File: config.mk
export PLATFORM = sky130hd
export DESIGN_NAME = hilo_unit
export DESIGN_NICKNAME = d
export VERILOG_FILES = /design/src/rtl/hilo_pkg.sv /design/src/rtl/hilo_acc_stage.sv /design/src/rtl/hilo_unit.sv
export SDC_FILE = /design/constraint.sdc
export NUM_CORES = 1
export LEC_CHECK = 0
export BUFFER_PORTS_ARGS = -buffer_cell sky130_fd_sc_hd__buf_2
export CAP_MARGIN = 30
export CORE_AREA = 2 2 155 195
export CTS_CLUSTER_SIZE = 10
export DETAILED_ROUTE_END_ITERATION = 10
export DIE_AREA = 0 0 157 197
export HOLD_SLACK_MARGIN = 0.02
export PLACE_DENSITY = 0.59
export SLEW_MARGIN = 0
export SYNTH_ARGS = -nofsm -noshare
export SYNTH_HDL_FRONTEND = slang
export SYNTH_HIERARCHICAL = 1
export SYNTH_SLANG_ARGS = --single-unit
export TNS_END_PERCENT = 50
File: constraint.sdc
create_clock -name clk -period 4.45 [get_ports clk]
set_input_delay 0.2225 -clock clk [delete_from_list [all_inputs] [get_ports clk]]
set_output_delay 0.2225 -clock clk [all_outputs]
set_load 0.1 [all_outputs]
File: src/rtl/hilo_pkg.sv
// rtl/hilo_pkg.sv - HI/LO unit op encoding and shared constants
package hilo_pkg;

  typedef enum logic [2:0] {
    NOP  = 3'd0,
    WR   = 3'd1,
    MTHI = 3'd2,
    MTLO = 3'd3,
    MADD = 3'd4,
    MSUB = 3'd5
  } hilo_op_e;

  localparam int HILO_DATA_W_DEFAULT = 32;

  function automatic logic is_acc_op(input logic [2:0] op);
    return (op == MADD) || (op == MSUB);
  endfunction

endpackage

File: src/rtl/hilo_acc_stage.sv
// rtl/hilo_acc_stage.sv - one-deep multiply-accumulate stage for HI/LO
module hilo_acc_stage
  import hilo_pkg::*;
#(
  parameter int DATA_W = HILO_DATA_W_DEFAULT
) (
  input  logic                  clk,
  input  logic                  rst,
  input  logic                  start_i,
  input  logic                  sub_i,
  input  logic [2*DATA_W-1:0]   prod_i,
  input  logic [2*DATA_W-1:0]   hilo_i,
  output logic                  busy_o,
  output logic                  commit_o,
  output logic [2*DATA_W-1:0]   next_o
);

  logic                acc_valid;
  logic                acc_sub;
  logic [2*DATA_W-1:0] acc_prod;

  // start_i is only raised when idle, so acc_valid lasts exactly one cycle
  always_ff @(posedge clk or posedge rst) begin
    if (rst) begin
      acc_valid <= 1'b0;
      acc_sub   <= 1'b0;
      acc_prod  <= '0;
    end else begin
      acc_valid <= start_i;
      if (start_i) begin
        acc_prod <= prod_i;
        acc_sub  <= sub_i;
      end
    end
  end

  assign busy_o   = acc_valid;
  assign commit_o = acc_valid;
  assign next_o   = acc_sub ? (hilo_i - acc_prod) : (hilo_i + acc_prod);

endmodule

File: src/rtl/hilo_unit.sv
// rtl/hilo_unit.sv - HI/LO architectural state with write, accumulate and read paths
module hilo_unit
  import hilo_pkg::*;
#(
  parameter int                   DATA_W    = HILO_DATA_W_DEFAULT,
  parameter logic [2*DATA_W-1:0]  RESET_VAL = '0
) (
  input  logic                  clk,
  input  logic                  rst,
  input  logic                  op_valid_i,
  input  logic [2:0]            op_i,
  input  logic                  stall_i,
  input  logic                  flush_i,
  input  logic [2*DATA_W-1:0]   wdata_i,
  input  logic [1:0]            rd_sel_i,
  output logic [DATA_W-1:0]     rd_data_o,
  output logic [2*DATA_W-1:0]   hilo_o,
  output logic                  busy_o,
  output logic                  ready_o
);

  logic [2*DATA_W-1:0] hilo_q;
  logic [2*DATA_W-1:0] acc_next;
  logic                acc_busy;
  logic                acc_commit;
  logic                accept;
  logic                acc_start;

  assign accept    = op_valid_i & ~stall_i & ~flush_i & ~acc_busy & (op_i != NOP);
  assign acc_start = accept & is_acc_op(op_i);

  hilo_acc_stage #(.DATA_W(DATA_W)) u_acc (
    .clk      (clk),
    .rst      (rst),
    .start_i  (acc_start),
    .sub_i    (op_i == MSUB),
    .prod_i   (wdata_i),
    .hilo_i   (hilo_q),
    .busy_o   (acc_busy),
    .commit_o (acc_commit),
    .next_o   (acc_next)
  );

  // Commit and accept are mutually exclusive because busy gates accept
  always_ff @(posedge clk or posedge rst) begin
    if (rst) begin
      hilo_q <= RESET_VAL;
    end else if (acc_commit) begin
      hilo_q <= acc_next;
    end else if (accept) begin
      case (op_i)
        WR:      hilo_q <= wdata_i;
        MTHI:    hilo_q[2*DATA_W-1:DATA_W] <= wdata_i[DATA_W-1:0];
        MTLO:    hilo_q[DATA_W-1:0]        <= wdata_i[DATA_W-1:0];
        default: hilo_q <= hilo_q;
      endcase
    end
  end

  assign rd_data_o = ({DATA_W{rd_sel_i[1]}} & hilo_q[2*DATA_W-1:DATA_W])
                   | ({DATA_W{rd_sel_i[0]}} & hilo_q[DATA_W-1:0]);
  assign hilo_o    = hilo_q;
  assign busy_o    = acc_busy;
  assign ready_o   = ~acc_busy;

  rd_sel_onehot: assert property (@(posedge clk) disable iff (rst) rd_sel_i != 2'b11)
    else $error("hilo_unit: rd_sel_i selects both HI and LO");

endmodule
==> impl_metrics.tcl, run 1 <==
set metrics [dict create \
    antenna_found_initial 0 \
    ios 172 \
    placementRows 70 \
    syn_nets 1494 \
    synth_cell_type_count 75 \
    synth.avg_cell_area_um2 8.52 \
    core_area_mm2 0.0290 \
    drc 0 \
    cp_max_fo 3 \
    dr.pass1.iters 6 \
    critical_path_arrival_ns 4.91 \
    seq_area_frac_synth_pct 28.2 \
    clkLatencyLatePin_ns 0.44 \
    syn_inst 1355 \
    ys.flop_type "dfrtp_1" \
    async_reset_ff_share_pct 100 \
    synth.most_common_cell "dfrtp_1" \
    yosysWarningCount 6 \
    drt_iter0_drc 711 \
    synth_area_mm2 0.0115 \
    hold_depth 2 \
    slew-limit-headroom_pct 38.9 \
    tritoncts "done" \
    reg2reg_from "u_acc/acc_prod[21]$_DFFE_PP0P_" \
    drv_cap 0 \
    setup_violations 13 \
    worstRegToRegCells 22 \
    rsz0062_at_grt "true" \
    path_clk_slew_ns 0.07 \
    post_drt_wl_per_cell_um 21.2 \
    grt_max_degree 117 \
    synthTopCellsByCount "dfrtp_1 (130), xnor2_1 (102), a21oi_1 (101)" \
    fin_crit_ns 4.61 \
    synth_top_cell_area_share_pct 28.2 \
    peakVddDrop_mv 0.544 \
    critPathKind "reg -> reg" \
    drive_gt1_share_pct 34.6 \
    vias 12100 \
    die_y_um 197 \
    h-tree-depth 4 \
    die_width_um 157 \
    outcome "finished with violations" \
    ys_ff_latch 130 \
    r2r_end "hilo_o[63]$_DFFE_PP0P_" \
    fin_worst_skew_ns 0.0107 \
    worstPathRequired_ns 4.76 \
    min_path_type "in -> reg" \
    dpl.hpwl_um 33200 \
    hold_violations 0 \
    synth_top_cell_by_area "dfrtp_1" \
    crit_path_start_kind "flip-flop" \
    slowest_stage "or3_4" \
    cts_buffers 17 \
    p_leak_nw 6.68 \
    io_buffers 171 \
    synth-edff-count 0 \
    fin_cells 2112 \
    min_period_over_period_pct 104 \
    post-place-cells 2051 \
    cp_top_family "simple AND/OR/NAND/NOR gates" \
    vias_per_cell 5.75 \
    drv_slew 0 \
    power_density_mw_per_mm2 761 \
    violations "setup timing" \
    min_from "wdata_i[56]" \
    synthTopCellsByArea "dfrtp_1 (28%), xnor2_1 (7.7%), ha_1 (6.9%), mux2_2 (5.2%), a21oi_1 (4.4%)" \
    clockRootBuffer "clkbuf_16" \
    cts_sinks 130 \
    r2r_slack_ns -0.16 \
    max_freq_ghz 0.217 \
    wirelength_um 44700 \
    hold_end "u_acc/acc_prod[56]$_DFFE_PP0P_" \
    critPathCaptureType "flip-flop" \
    antenna_cells 0 \
    crit_chain "or3_4 > nor3_4 > nor3b_4 > and3_4 > nand2_4 > nor2_4 > nand4b_1 > nor4_4 > buf_4 > buf_4 > a21oi_1 > xnor2_1 > ha_1 > a21oi_2 > o21a_1 > o21ai_1 > a21o_1 > a211o_1 > a21oi_2 > xnor2_1 > a22oi_1 > o211ai_2" \
    crit_buf_inv 2 \
    start_util_pct 39.8 \
    ant_nets 0 \
    stdcell_area_mm2 0.0155 \
    grt_pass1_wl_um 69500 \
    setup_ws_ns -0.159 \
    grt.overflow.total 0 \
    worst_slew_pin_slew_ns 0.917 \
    synthToLayoutAreaGrowth_pct 33.9 \
    place_congestion 0.975 \
    grt_pass1_vias 12300 \
    die_area_mm2 0.0309 \
    track_usage_pct 29.3 \
    cts.path.max_buffers 2 \
    max_stage_delay_ns 0.40 \
    final_nets 1842 \
    place_area_mm2 0.0143 \
]
-- registers in the layout, summed over array words and instances, names as in the netlist --
register and flops:
hilo_o 64, u_acc/acc_prod 64, u_acc/busy_o 1, u_acc/acc_sub 1
-- cell families (layout without fill, tap and decap cells) --
group / count (synthesis) / after routing / share of synthesized area [%]
AO/OA/AOI/OAI: 433 / 433 / 26.0
XOR/XNOR: 125 / 125 / 9.49
adder cells (fa/ha/maj): 65 / 65 / 7.11
buffers and inverters: 159 / 520 / 5.43
flip-flops: 130 / 130 / 28.2
multiplexers: 86 / 86 / 8.03
AND/OR/NAND/NOR: 357 / 357 / 15.8
-- metrics by stage --
| stage | setup slack [ns] | TNS [ns] | util (%) | hold slack (ns) | power [mW] |
|---|---|---|---|---|---|
| 2_1_floorplan | 0.0388 | 0 | - | 0.304 | 7.21 |
| 3_3_place_gp | -0.383 | -5.48 | 49.1 | 0.420 | 9.85 |
| 3_5_place_dp | -0.455 | -6.13 | 49.2 | 0.198 | 9.88 |
| 4_1_cts | -0.173 | -0.546 | 52.5 | 0.0219 | 11.6 |
| 5_1_grt | -0.450 | -6.65 | 53.3 | 0.0282 | 12.5 |
| 6_report | -0.159 | -0.954 | 53.3 | 0.0377 | 11.8 |
-- power by group --
part           internal [mW]  switching, mW
logic                   3.25           5.08
registers               1.49          0.449
clock network          0.894          0.593
total                   5.63           6.12
-- placed cells by master (no fill, tap or decap), types with 32 or more instances in the layout --
cell and instances:
nand2_1 85, dfrtp_1 128, o311ai_0 32, nor2b_1 35
nor2_1 76, o21ai_0 64, mux2i_1 33, xnor2_1 101
a22o_1 32, nand4_1 57, buf_2 171, a21o_1 38
mux2_2 53, a22oi_1 32, o211ai_1 33, inv_1 60
a21oi_1 84, buf_4 238, ha_1 63
-- worst max-delay path by stage --
stage	from	end	slack [ns]	cells after the start
detailed placement	u_acc/acc_prod[21]$_DFFE_PP0P_	hilo_o[63]$_DFFE_PP0P_	-0.45	22
finish	u_acc/acc_prod[21]$_DFFE_PP0P_	hilo_o[63]$_DFFE_PP0P_	-0.16	22
global placement	u_acc/acc_prod[21]$_DFFE_PP0P_	hilo_o[63]$_DFFE_PP0P_	-0.38	22
global route	u_acc/acc_prod[21]$_DFFE_PP0P_	hilo_o[63]$_DFFE_PP0P_	-0.45	24
CTS	u_acc/acc_prod[21]$_DFFE_PP0P_	hilo_o[63]$_DFFE_PP0P_	-0.17	24
floorplan	u_acc/acc_prod[21]$_DFFE_PP0P_	hilo_o[63]$_DFFE_PP0P_	0.04	22
-- routing by layer --
| metal | track usage, % | vias to the layer above | wire length (µm) |
|---|---|---|---|
| li1 | - | 5715 | - |
| met1 | 35.1 | 6051 | 18200 |
| met2 | 53.9 | 309 | 23900 |
| met3 | 3.54 | 69 | 1680 |
| met4 | 9.51 | 0 | 1010 |
| met5 | 0 | - | 0 |
-- area by class of cell --
cell class,count,area [µm²]
sequential,130,3260
clock buffer,19,443
inverter,64,240
fill,2732,13500
timing repair buffer,424,2840
multi-input combinational,1066,8020
clock inverter,13,160
tap,396,495
-- repair_timing --
action                                  4_1_cts  5_1_grt
endpoints found under the setup margin       29       33
gates resized for setup                      38       50
setup buffers                                13       10
hold endpoints to repair                     44        0
pin swaps                                    30       49
cloned                                        0        0
hold buffers                                  8        0
(Power assumes the default switching activity.)
==> inputs of run 2 (changes only) <==
--- a/config.mk
+++ b/config.mk
@@ -7,10 +7,10 @@
 export LEC_CHECK = 0
 export BUFFER_PORTS_ARGS = -buffer_cell sky130_fd_sc_hd__buf_2
 export CAP_MARGIN = 30
-export CORE_AREA = 2 2 155 195
+export CORE_AREA = 2 2 173 175
 export CTS_CLUSTER_SIZE = 10
 export DETAILED_ROUTE_END_ITERATION = 10
-export DIE_AREA = 0 0 157 197
+export DIE_AREA = 0 0 175 177
 export HOLD_SLACK_MARGIN = 0.02
 export PLACE_DENSITY = 0.59
 export SLEW_MARGIN = 0
==> impl_metrics.tcl, run 2 (same netlist as run 1, synthesis figures left out) <==
set metrics [dict create \
    outcome "finished with violations" \
    violations "setup timing" \
    h-tree-depth 4 \
    drc 0 \
    crit_path_start_kind "flip-flop" \
    clkLatencyLatePin_ns 0.43 \
    cp_max_fo 4 \
    critPathKind "reg -> reg" \
    layout_commonest_cell "buf_4" \
    max_stage_delay_ns 0.41 \
    dpl.hpwl_um 32300 \
    clockRootBuffer "clkbuf_16" \
    crit_chain "or3_4 > nor3_4 > nor3b_4 > buf_6 > and3_4 > nand2_4 > nor2_4 > nand4b_1 > nor3_1 > nor2_1 > xnor2_1 > ha_1 > a21oi_1 > o21a_1 > o21a_1 > o21a_1 > o21ai_1 > a21o_1 > a211o_1 > a21oi_2 > xnor2_1 > a22oi_1 > o211ai_2" \
    fin_util_pct 53.9 \
    critPathCaptureType "flip-flop" \
    rsz0062_at_grt "true" \
    ant_nets 0 \
    wirelength_um 43800 \
    peakVddDrop_mv 0.456 \
    antenna_cells 0 \
    placementRows 63 \
    dr.pass1.iters 7 \
    fin_cells 2120 \
    stdcell_area_mm2 0.0158 \
    fin_worst_skew_ns 0.00895 \
    drv_slew 0 \
    post-place-cells 2042 \
    die_area_mm2 0.0310 \
    worst_slew_pin_slew_ns 1.02 \
    synthToLayoutAreaGrowth_pct 36.6 \
    min_path_type "in -> reg" \
    p_leak_nw 6.84 \
    antenna_found_initial 0 \
    fin_crit_ns 4.63 \
    nFillCells 2723 \
    grt_pass1_wl_um 66600 \
    drive_gt1_share_pct 36.6 \
    tritoncts "done" \
    core_area_mm2 0.0292 \
    power_density_mw_per_mm2 773 \
    min_period_over_period_pct 104 \
    slowest_stage "or3_4" \
    final_nets 1856 \
    grt.overflow.total 0 \
    vias_per_cell 5.78 \
    power_mw 12.2 \
    hold_violations 0 \
    critical_path_arrival_ns 4.94 \
    post_drt_wl_per_cell_um 20.7 \
    layout_common_cells "buf_4 (248), buf_2 (171), dfrtp_1 (128), xnor2_1 (99), nand2_1 (82)" \
    path_clk_slew_ns 0.06 \
    place_area_mm2 0.0142 \
    grt_max_degree 79 \
    worstPathRequired_ns 4.76 \
    track_usage_pct 27.7 \
    max_freq_ghz 0.216 \
    path_common_cell "o21a_1" \
    cts_buffers 17 \
    grt_pass1_vias 11900 \
    die_y_um 177 \
    vias 12300 \
    cts_sinks 130 \
    ios 172 \
    cts.path.max_buffers 2 \
    die_width_um 175 \
    drt_iter0_drc 949 \
    start_util_pct 39.5 \
    slew-limit-headroom_pct 32.1 \
    setup_violations 14 \
    drv_cap 0 \
    io_buffers 171 \
    setup_ws_ns -0.178 \
    place_congestion 0.955 \
]
## run 2: changes by cell type in the layout (fill, tap and decap cells not counted), moves of 5 or more
cell / previous run / this run
a21oi_1: 84 / 79
buf_4: 238 / 248
o21ai_1: 14 / 9
buf_6: 3 / 13
## run 2: stage by stage
step | worst slack, ns | hold slack [ns] | TNS [ns]
finish | -0.178 | 0.0337 | -1.35
global route | -0.392 | 0.0361 | -6.02
CTS | -0.129 | 0.0242 | -0.599
detailed placement | -0.287 | 0.186 | -3.16
global placement | -0.194 | 0.397 | -1.68
floorplan | 0.0388 | 0.304 | 0
## run 2: path summary, 6_finish.rpt
path / cells past startpoint / to / slack [ns] / startpoint
max in group asynchronous: 4 / hilo_o[34]$_DFFE_PP0P_ / 2.88 / rst
min in group asynchronous: 3 / u_acc/acc_prod[15]$_DFFE_PP0P_ / 0.27 / rst
max reg2reg: 23 / hilo_o[63]$_DFFE_PP0P_ / -0.18 / u_acc/acc_prod[21]$_DFFE_PP0P_
min reg2reg: 1 / u_acc/acc_prod[63]$_DFFE_PP0P_ / 0.55 / u_acc/acc_prod[63]$_DFFE_PP0P_
min: 2 / u_acc/acc_prod[48]$_DFFE_PP0P_ / 0.03 / wdata_i[48]
max: 23 / hilo_o[63]$_DFFE_PP0P_ / -0.18 / u_acc/acc_prod[21]$_DFFE_PP0P_
## run 2: routing by layer
| layer | global-route usage, % | vias to the layer above | part of all wire, % |
|---|---|---|---|
| met5 | 0 | - | 0 |
| met4 | 8.99 | 0 | 2.5 |
| met3 | 3.61 | 62 | 4.9 |
| met2 | 48.4 | 407 | 50 |
| met1 | 35.6 | 6031 | 43 |
| li1 | - | 5756 | - |
## run 2: timing repair
action,in CTS,in global routing
buffers inserted,18,27
gates resized for setup,50,77
pin swaps,33,79
hold buffers,4,0
endpoints found under the setup margin,21,33
hold endpoints to repair,47,0
## run 2: critical path: cells and delay by family (launching register included)
family,cells,cell delay (ns)
compound gates,10,1.57
xor+xnor,2,0.22
fa+ha+maj,1,0.33
buf+inv,1,0.14
flops,1,0.38
simple gates,9,1.86
## run 2: final cells by class
cell class,count,area [µm²],share of cell area [%]
tap,390,488,3.10
clock inverter,12,228,1.45
multi-input combinational,1066,8150,51.7
timing repair buffer,438,2940,18.7
clock buffer,20,447,2.83
inverter,64,240,1.52
sequential,130,3260,20.7
## run 2: power by group
| group | switching [mW] | total, mW | internal (mW) |
|---|---|---|---|
| Clock | 0.599 | 1.67 | 1.07 |
| Combinational | 5.16 | 8.56 | 3.40 |
| Sequential | 0.458 | 1.95 | 1.49 |
